`config.mk`:
```
export PLATFORM = sky130hd
export DESIGN_NAME = uart_tx_serializer
export DESIGN_NICKNAME = d
export VERILOG_FILES = /design/src/rtl/uart_pkg.sv /design/src/rtl/uart_tx_fifo.sv /design/src/rtl/uart_tx_serializer.sv
export SDC_FILE = /design/constraint.sdc
export NUM_CORES = 1
export LEC_CHECK = 0
export CAP_MARGIN = 20
export CORE_MARGIN = 3
export CORE_UTILIZATION = 60
export DETAILED_ROUTE_END_ITERATION = 10
export GPL_TIMING_DRIVEN = 0
export PLACE_DENSITY = 0.79
export SLEW_MARGIN = 20
export SYNTH_ARGS = -nofsm -noshare
export SYNTH_HDL_FRONTEND = slang
export SYNTH_SLANG_ARGS = --single-unit
```
`constraint.sdc`:
```
create_clock -name Clock -period 2.9 [get_ports Clock]
set_input_delay 0.58 -clock Clock [delete_from_list [all_inputs] [get_ports Clock]]
set_output_delay 0.58 -clock Clock [all_outputs]
set_load 0.01 [all_outputs]
```
`src/rtl/uart_pkg.sv`:
```
// Shared constants for the UART transmit path: parity encodings, the
// serializer state encoding and the baud divisor helper.
package uart_pkg;

  localparam int PARITY_NONE = 0;
  localparam int PARITY_ODD  = 1;
  localparam int PARITY_EVEN = 2;

  typedef enum logic [2:0] {
    ST_IDLE   = 3'd0,
    ST_START  = 3'd1,
    ST_DATA   = 3'd2,
    ST_PARITY = 3'd3,
    ST_STOP   = 3'd4
  } tx_state_e;

  // Clock cycles per bit; integer truncation is intended.
  function automatic int divisor(input int clock_freq, input int baud);
    return clock_freq / baud;
  endfunction

endpackage

```
`src/rtl/uart_tx_fifo.sv`:
```
// Synchronous word FIFO feeding the UART serializer. The ready flag is
// registered from the next-cycle count; it does not anticipate a future pop.
module uart_tx_fifo #(
  parameter int Width = 8,
  parameter int Depth = 4
) (
  input  logic                         clk,
  input  logic                         rst_n,
  input  logic                         push,
  input  logic [Width-1:0]             push_data,
  input  logic                         pop,
  output logic [Width-1:0]             pop_data,
  output logic [$clog2(Depth+1)-1:0]   count,
  output logic                         full,
  output logic                         empty,
  output logic                         ready
);

  localparam int PtrW = $clog2(Depth);
  localparam int CntW = $clog2(Depth + 1);

  logic [Width-1:0] mem_q [Depth];
  logic [PtrW-1:0]  wr_ptr_q, wr_ptr_d;
  logic [PtrW-1:0]  rd_ptr_q, rd_ptr_d;
  logic [CntW-1:0]  count_q, count_d;
  logic             ready_q, ready_d;
  logic             push_ok, pop_ok;

  assign full     = (count_q == CntW'(Depth));
  assign empty    = (count_q == '0);
  assign push_ok  = push && !full;
  assign pop_ok   = pop && !empty;
  assign pop_data = mem_q[rd_ptr_q];
  assign count    = count_q;
  assign ready    = ready_q;

  // NOTE: combinational blocks use blocking '=' and assign every output a
  // default first, so no path leaves a signal unassigned and no latch appears.
  always_comb begin
    wr_ptr_d = wr_ptr_q;
    rd_ptr_d = rd_ptr_q;
    count_d  = count_q;
    if (push_ok) wr_ptr_d = wr_ptr_q + PtrW'(1);
    if (pop_ok)  rd_ptr_d = rd_ptr_q + PtrW'(1);
    unique case ({push_ok, pop_ok})
      2'b10:   count_d = count_q + CntW'(1);
      2'b01:   count_d = count_q - CntW'(1);
      default: count_d = count_q;
    endcase
    ready_d = (count_d < CntW'(Depth));
  end

  // NOTE: sequential state uses non-blocking '<=' so every flop samples the
  // values from before the edge, independent of statement order.
  always_ff @(posedge clk or negedge rst_n) begin
    if (!rst_n) begin
      wr_ptr_q <= '0;
      rd_ptr_q <= '0;
      count_q  <= '0;
      ready_q  <= 1'b0;
    end else begin
      wr_ptr_q <= wr_ptr_d;
      rd_ptr_q <= rd_ptr_d;
      count_q  <= count_d;
      ready_q  <= ready_d;
    end
  end

  // NOTE: the storage array has no reset; count and pointers alone decide
  // which entries are valid, so stale contents are never observed.
  always_ff @(posedge clk) begin
    if (push_ok) mem_q[wr_ptr_q] <= push_data;
  end

endmodule

```
`src/rtl/uart_tx_serializer.sv`:
```
// UART transmitter: buffers words from a ready/valid port and shifts each one
// out LSB-first as start / data / optional parity / stop bits on SOut.
module uart_tx_serializer
  import uart_pkg::*;
#(
  parameter int ClockFreq = 200000000,
  parameter int Baud      = 9600,
  parameter int Width     = 8,
  parameter int Parity    = 0,
  parameter int StopBits  = 1,
  parameter int FIFODepth = 4
) (
  input  logic             Clock,
  input  logic             Reset,
  input  logic [Width-1:0] DataIn,
  input  logic             DataInValid,
  output logic             DataInReady,
  output logic             SOut,
  output logic             Busy
);

  localparam int Divisor = divisor(ClockFreq, Baud);
  localparam int BaudW   = $clog2(Divisor);
  localparam int BitW    = $clog2(Width + 1);
  localparam int CntW    = $clog2(FIFODepth + 1);

  localparam logic [BaudW-1:0] BaudLast = BaudW'(Divisor - 1);
  localparam logic [BitW-1:0]  DataLast = BitW'(Width - 1);
  localparam logic [BitW-1:0]  StopLast = BitW'(StopBits - 1);

  if (Divisor < 2) begin : g_chk_divisor
    $error("uart_tx_serializer: ClockFreq/Baud must be at least 2");
  end
  if (StopBits < 1 || StopBits > 2) begin : g_chk_stop
    $error("uart_tx_serializer: StopBits must be 1 or 2");
  end
  if (FIFODepth < 2 || (FIFODepth & (FIFODepth - 1)) != 0) begin : g_chk_depth
    $error("uart_tx_serializer: FIFODepth must be a power of 2, at least 2");
  end

  tx_state_e        state_q, state_d;
  logic [BaudW-1:0] baud_cnt_q, baud_cnt_d;
  logic [BitW-1:0]  bit_cnt_q, bit_cnt_d;
  logic [Width-1:0] shift_q, shift_d;
  logic             par_bit_q, par_bit_d;
  logic             sout_q, sout_d;

  logic             fifo_push, fifo_pop;
  logic [Width-1:0] fifo_head;
  logic [CntW-1:0]  fifo_count;
  logic             fifo_full, fifo_empty, fifo_ready;
  logic             bit_done, load_next;

  assign fifo_push = DataInValid && DataInReady && !fifo_full;

  uart_tx_fifo #(
    .Width (Width),
    .Depth (FIFODepth)
  ) u_fifo (
    .clk       (Clock),
    .rst_n     (Reset),
    .push      (fifo_push),
    .push_data (DataIn),
    .pop       (fifo_pop),
    .pop_data  (fifo_head),
    .count     (fifo_count),
    .full      (fifo_full),
    .empty     (fifo_empty),
    .ready     (fifo_ready)
  );

  always_comb begin
    state_d    = state_q;
    baud_cnt_d = baud_cnt_q;
    bit_cnt_d  = bit_cnt_q;
    shift_d    = shift_q;
    par_bit_d  = par_bit_q;
    sout_d     = sout_q;
    fifo_pop   = 1'b0;
    load_next  = 1'b0;
    bit_done   = (baud_cnt_q == BaudLast);

    // The baud counter runs in every active state and restarts at each bit boundary.
    if (state_q != ST_IDLE) begin
      baud_cnt_d = bit_done ? '0 : baud_cnt_q + BaudW'(1);
    end

    unique case (state_q)
      ST_IDLE: begin
        load_next = !fifo_empty;
      end
      ST_START: begin
        if (bit_done) begin
          state_d   = ST_DATA;
          sout_d    = shift_q[0];
          shift_d   = shift_q >> 1;
          bit_cnt_d = '0;
        end
      end
      ST_DATA: begin
        if (bit_done) begin
          if (bit_cnt_q == DataLast) begin
            bit_cnt_d = '0;
            if (Parity != PARITY_NONE) begin
              state_d = ST_PARITY;
              sout_d  = par_bit_q;
            end else begin
              state_d = ST_STOP;
              sout_d  = 1'b1;
            end
          end else begin
            bit_cnt_d = bit_cnt_q + BitW'(1);
            sout_d    = shift_q[0];
            shift_d   = shift_q >> 1;
          end
        end
      end
      ST_PARITY: begin
        if (bit_done) begin
          state_d   = ST_STOP;
          sout_d    = 1'b1;
          bit_cnt_d = '0;
        end
      end
      ST_STOP: begin
        if (bit_done) begin
          if (bit_cnt_q == StopLast) begin
            // A waiting word starts on this same edge, so frames abut.
            if (!fifo_empty) begin
              load_next = 1'b1;
            end else begin
              state_d   = ST_IDLE;
              bit_cnt_d = '0;
            end
          end else begin
            bit_cnt_d = bit_cnt_q + BitW'(1);
          end
        end
      end
      default: begin
        state_d = ST_IDLE;
        sout_d  = 1'b1;
      end
    endcase

    if (load_next) begin
      fifo_pop   = 1'b1;
      shift_d    = fifo_head;
      par_bit_d  = (Parity == PARITY_ODD) ? ~(^fifo_head) : ^fifo_head;
      sout_d     = 1'b0;
      state_d    = ST_START;
      baud_cnt_d = '0;
      bit_cnt_d  = '0;
    end
  end

  always_ff @(posedge Clock or negedge Reset) begin
    if (!Reset) begin
      state_q    <= ST_IDLE;
      baud_cnt_q <= '0;
      bit_cnt_q  <= '0;
      shift_q    <= '0;
      par_bit_q  <= 1'b0;
      sout_q     <= 1'b1;
    end else begin
      state_q    <= state_d;
      baud_cnt_q <= baud_cnt_d;
      bit_cnt_q  <= bit_cnt_d;
      shift_q    <= shift_d;
      par_bit_q  <= par_bit_d;
      sout_q     <= sout_d;
    end
  end

  assign DataInReady = fifo_ready;
  assign SOut        = sout_q;
  assign Busy        = (state_q != ST_IDLE) || (fifo_count != '0);

endmodule

```
Word level (Yosys, flattened, before mapping)
Memories as Yosys holds them, arrays and structs flattened.
Index checks and enable logic that the tools add are counted.
- flip-flop bits (word level): 39
- memory bits (writable): 32
- output and inout port bits: 3
- word-level logic and storage cells: 98
- memories kept: 1
- memory list (memory ; depth ; bits a word ; read ports ; clocked after memory_dff ; write ports ; RTL line ; text):
    u_fifo.mem_q ; 4 ; 8 ; 1 ; 0 ; 1 ; uart_tx_fifo.sv:22 ; logic [Width-1:0] mem_q [Depth];
- add/sub/neg operators: 6
- order comparisons: 1
- equality and inequality tests: 21
- muxes and demuxes: 39
- reduce and logical (&&, ||, !) cells: 21
- operators by type and width (operator ; number):
    two-way mux 15 bit ; 3
    two-way mux 8 bit ; 4
    two-way mux 4 bit ; 7
    two-way mux 3 bit ; 8
    != test 3 bit (second input constant) ; 8
    one-hot mux 8 bit (2 select lines) ; 1
    adder 15 x 1 -> 15 bit (second input constant) ; 1
    == test 15 bit (second input constant) ; 1
    one-hot mux 3 bit (5 select lines) ; 1
    one-hot mux 4 bit (3 select lines) ; 1
    two-way mux 1 bit ; 11
    nonzero test 3 bit ; 3
    AND reduction 4 bit ; 2
    AND reduction 8 bit ; 1
    == test 3 x 2 -> 1 bit (second input constant) ; 2
    == test 3 bit (second input constant) ; 2
    logical NOT 3 bit ; 2
    one-hot mux 3 bit (2 select lines) ; 1
    AND reduction 5 bit ; 1
    adder 2 x 1 -> 2 bit (second input constant) ; 2
    adder 4 x 1 -> 4 bit (second input constant) ; 1
    == test 4 x 3 -> 1 bit (second input constant) ; 1
    logical AND 1 bit ; 4
    logical NOT 4 bit ; 1
    other kinds (17) ; 19

Logic depth before layout (Yosys ltp)
- word-level depth: 10
- depth in mapped cells: 14
- mapped depth without buffers: 13

Modules after synthesis
A second synthesis with hierarchy kept.
- cells, all modules: 262
- area total of the unflattened synthesis: 3412.0 um^2
- modules (own cells, without submodules) (module ; times used ; cells each ; area an instance (um^2)):
    uart_tx_serializer ; 1 ; 184 ; 1800.5
    uart_tx_fifo ; 1 ; 78 ; 1611.5

Worst setup path after synthesis
No wires, ideal clock.
- kind: reg2reg
- from: register baud_cnt_q[0]
- to: register u_fifo.count_q[1] (netlist: u_fifo.count[1])
- library setup time: 125 ps
- data arrival time: 2456 ps
- data required time: 2775 ps
- slack: 320 ps
- cell stages (with the launch flop): 12
- path buffers: 1
- cell sequence: dfrtp_1 > inv_1 > ha_1 > nor4b_4 > nand4_2 > o21ai_0 > nand3_1 > buf_2 > inv_1 > ha_1 > fa_1 > mux2_2
- longest elaborated chain between the ends: 7
- elaborated cells between the ends (all ways): 8
- ends and longest elaborated chain (element ; RTL line ; text):
    start: declaration ; uart_tx_serializer.sv:42 ; logic [BaudW-1:0] baud_cnt_q, baud_cnt_d;
    start signal: assignment ; uart_tx_serializer.sv:167 ; baud_cnt_q <= baud_cnt_d;
    == test 15 bit (*) ; uart_tx_serializer.sv:81 ; bit_done = (baud_cnt_q == BaudLast);
    two-way mux 1 bit (*) ; uart_tx_serializer.sv:126 ; if (bit_done) begin
    one-hot mux 1 bit (2 select lines) (*) ; uart_tx_serializer.sv:88 ; unique case (state_q)
    two-way mux 1 bit (*) ; uart_tx_serializer.sv:146 ; if (load_next) begin
    logical AND 1 bit (*) ; uart_tx_fifo.sv:32 ; assign pop_ok = pop && !empty;
    named net u_fifo.pop_ok ; uart_tx_fifo.sv:27 ; logic push_ok, pop_ok;
    == test 2 x 1 -> 1 bit / == test 2 bit (equally long branches) ; uart_tx_fifo.sv:45 ; unique case ({push_ok, pop_ok})
    one-hot mux 3 bit (2 select lines) (*) ; uart_tx_fifo.sv:45 ;
    end signal: assignment ; uart_tx_fifo.sv:64 ; count_q <= count_d;
    end: declaration ; uart_tx_fifo.sv:25 ; logic [CntW-1:0] count_q, count_d;
The timed path passes the listed nets; every way through them passes the cells marked *.
A chain may end at the register's enable or synchronous reset.

Worst setup path after layout
- from: register state_q[0]
- to: output port Busy
- longest elaborated chain between the ends: 2
- ends and longest elaborated chain (element ; RTL line ; text):
    start: declaration ; uart_tx_serializer.sv:41 ; tx_state_e state_q, state_d;
    start signal: assignment ; uart_tx_serializer.sv:166 ; state_q <= state_d;
    nonzero test 3 bit ; uart_tx_serializer.sv:177 ; assign Busy = (state_q != ST_IDLE) || (fifo_count != '0);
    logical OR 1 bit ; uart_tx_serializer.sv:177 ;
    end: declaration ; uart_tx_serializer.sv:19 ; output logic Busy
Every way passes these cells.

==> impl_results.md <==
- Status: finished, final reports clean
- Worst setup SP type: register
- Cells after Synth: 269
- Worst skew pair latency: 0.33 ns
- Total Routing Usage GR: slightly below 20%
- Largest net degree at the start of global routing: 23
- Antenna viol nets, final: 0
- H-tree lvl count: 3
- Vias in the first global route: 2062
- Sinks on the clock net: 71
- Slew HR: 48.8%
- Number of synthesized flops with an enable pin: 32
- Grt ovf: 0
- Antenna violations before repair: 0
- Kind of critical path: register to output pin
- Post-Route WL: 5.74 mm
- Clock Pin Slew Worst Setup and Hold Paths: 0.08 ns
- Crit path max fanout: 10
- WL/cell: 15.5 µm
- Highest clock rate: 359 MHz
- R2R Setup Slk: 0.21 ns
- PortBufs: 13
- CP endpoint kind: output pin
- Final hold violation count: 0
- NumNets Final: 317
- Area grow syn2layout: 13.4%
- Lkg Pwr: 1.46 nW
- Post-synthesis async set-or-reset flop share: about 55%
- WP data required: 2.32 ns
- Hold_buf cts: 0
- Max cap viols: 0
- Root buffer cell: clkbuf_8
- Synth top area share: 28.8%
- Starting density of the core: about 64%
- Ys Warns: 0
- CTS tree: built
- Fillers: 340
- Finished Core Util: about 72%
- FF-to-FF Start: baud_cnt_q[0]
- Non-filler cells, final: 371
- Core area: 5240 µm²
- Share of cells above drive strength 1: 18.3%
- CTS max path bufs: 2
- Ranking of synthesized cells by area: edfxtp_1 29%, dfrtp_1 28%, mux2_2 5.4%
- Worst Max-Slew Pin Slew: roughly 0.77 ns
- Register area share after synthesis: 58.0%
- Reg2reg end: u_fifo.count[1]
- N_diodes: 0
- Die extent in y: 80.6 µm
- Most used flip-flop cell after synthesis: dfrtp_1
- First-pass GRT wire length: 9.58 mm
- Routability Congestion: between 0.8 and 0.9
- Final min period: 2.79 ns
- DR vias/cell: 5.68
- Area of the mapped netlist: 3340 µm²
- P per Cell Area: 779 nW/µm²
- Drt first-iter violations: 145
- Syn Area/Cell: 12.4 µm²
- Yosys cell types: 47
- CTS buffer count: 9
- Hold Path Class: input port to async pin
- Crit share post-route: 96.2%
- First-pass DRT Iterations: 4
- # setup viols final: 0
- Fin. max-slew vios: 0
- Worst EP arrival: 2.21 ns
- Worst-case clock skew: 0.00675 ns
- Maximum vdd drop: 0.643 mV
- Area of the die: between 6000 and 7000 µm²
- Site row count: 26
- Yosys top cell by area: edfxtp_1
- FF-to-FF path depth: 11
- Via count: 2108
- Syn_nets: a little under 300
- # IOs: 14
- Hpwl dp: 3.94 mm
- DRC violations left: 0
- FF+latch count, synth: 71
- Placed Instances: approximately 350
- Chip Width: 80.6 µm
-- Yosys cell counts, drive strengths merged (3+ instances only) --
cell / count
a21oi: 8
nand2: 19
o21ai: 17
nor3: 11
nor2b: 3
mux2: 16
xnor2: 14
edfxtp: 32
clkbuf: 5
and2: 4
nor2: 24
ha: 9
inv: 16
buf: 5
nand3: 6
mux4: 8
dfrtp: 38
-- final cells by class --
cell class | instances | area (µm²) | share of cell area, %
plain buffers | 10 | 47.5 | 1.26
clock buffers | 10 | 128 | 3.37
clock inverters | 6 | 38.8 | 1.02
inverters | 16 | 62.6 | 1.65
multi-input cells | 172 | 1320 | 34.8
flip-flops and latches | 71 | 1940 | 51.2
well taps | 70 | 87.6 | 2.31
repair buffers | 16 | 168 | 4.43
-- placed cells by master, fill, tap and decap left out, drive strengths merged, types with 9 or more instances in the layout --
cell type,Yosys,final
dfrtp,38,38
edfxtp,32,32
nor2,24,24
nand2,19,19
o21ai,17,17
mux2,16,16
inv,16,16
clkbuf,5,15
xnor2,14,14
clkdlybuf4s50,0,12
nor3,11,11
ha,9,9
buf,5,9
-- layer usage --
| metal | vias up | GRT usage (%) | part of all wire (%) |
|---|---|---|---|
| met5 | - | 0 | 0 |
| met4 | 0 | 9.63 | 1.5 |
| met3 | 8 | 3.03 | 4.1 |
| met2 | 60 | 29.9 | 48 |
| met1 | 1018 | 28.0 | 47 |
| li1 | 1022 | - | - |
-- critical path, cell delays in order, from the launching register on --
cell	delay (ns)
dfrtp_1	0.38
buf_4	0.16
or3_1	0.31
clkbuf_1	0.18
nor2_2	0.23
inv_1	0.13
clkdlybuf4s50_1	0.49
-- per-stage QoR --
step	cell area, µm²	hold slack (ns)	setup WS [ns]	setup TNS [ns]	power (W)
detailed placement	3580	0.515	-0.0998	-0.151	0.00230
CTS	3750	0.193	0.0156	0	0.00296
finish	3790	0.182	0.111	0	0.00295
floorplan	3340	0.284	0.320	0	0.00207
global route	3790	0.197	-0.00360	-0.00360	0.00315
global placement	3560	0.500	-0.0454	-0.0580	0.00225
-- power by group --
part	switching (W)	internal (W)
Sequential	0.000136	0.00128
Clock	0.000364	0.000307
Combinational	0.000428	0.000430
Total	0.000929	0.00202
-- logic make-up after synthesis --
group	share of synthesized area [%]
compound gates	6.14
xor+xnor	3.93
fa+ha+maj	3.97
buf+inv	3.15
flops	58.0
mux	10.8
simple gates	14.0
-- flip-flops by register name, summed over array words and instances, names as in the netlist, named ones only --
name	flops
u_fifo.ready	1
u_fifo.count	2
u_fifo.wr_ptr_q	2
SOut	1
baud_cnt_q	15
u_fifo.rd_ptr_q	2
u_fifo.mem_q	32
shift_q	8
bit_cnt_q	4
state_q	3
-- how the worst max path moves through the flow --
stage / startpoint / endpoint / slack (ns) / cells after the start
floorplan: baud_cnt_q[0] / u_fifo.count[1] / 0.32 / 11
global placement: baud_cnt_q[0] / u_fifo.count[1] / -0.05 / 11
detailed placement: baud_cnt_q[0] / u_fifo.count[1] / -0.1 / 11
CTS: state_q[0] / Busy / 0.02 / 6
global route: u_fifo.count[1] / Busy / -0.004 / 5
finish: state_q[0] / Busy / 0.11 / 6
-- repair_timing --
action	in CTS	in global routing
pin swaps	0	1
resized for setup	2	7
setup buffers	0	2
setup endpoints to repair	3	4
gates cloned	0	0
Power figures use the tool's default switching activity.
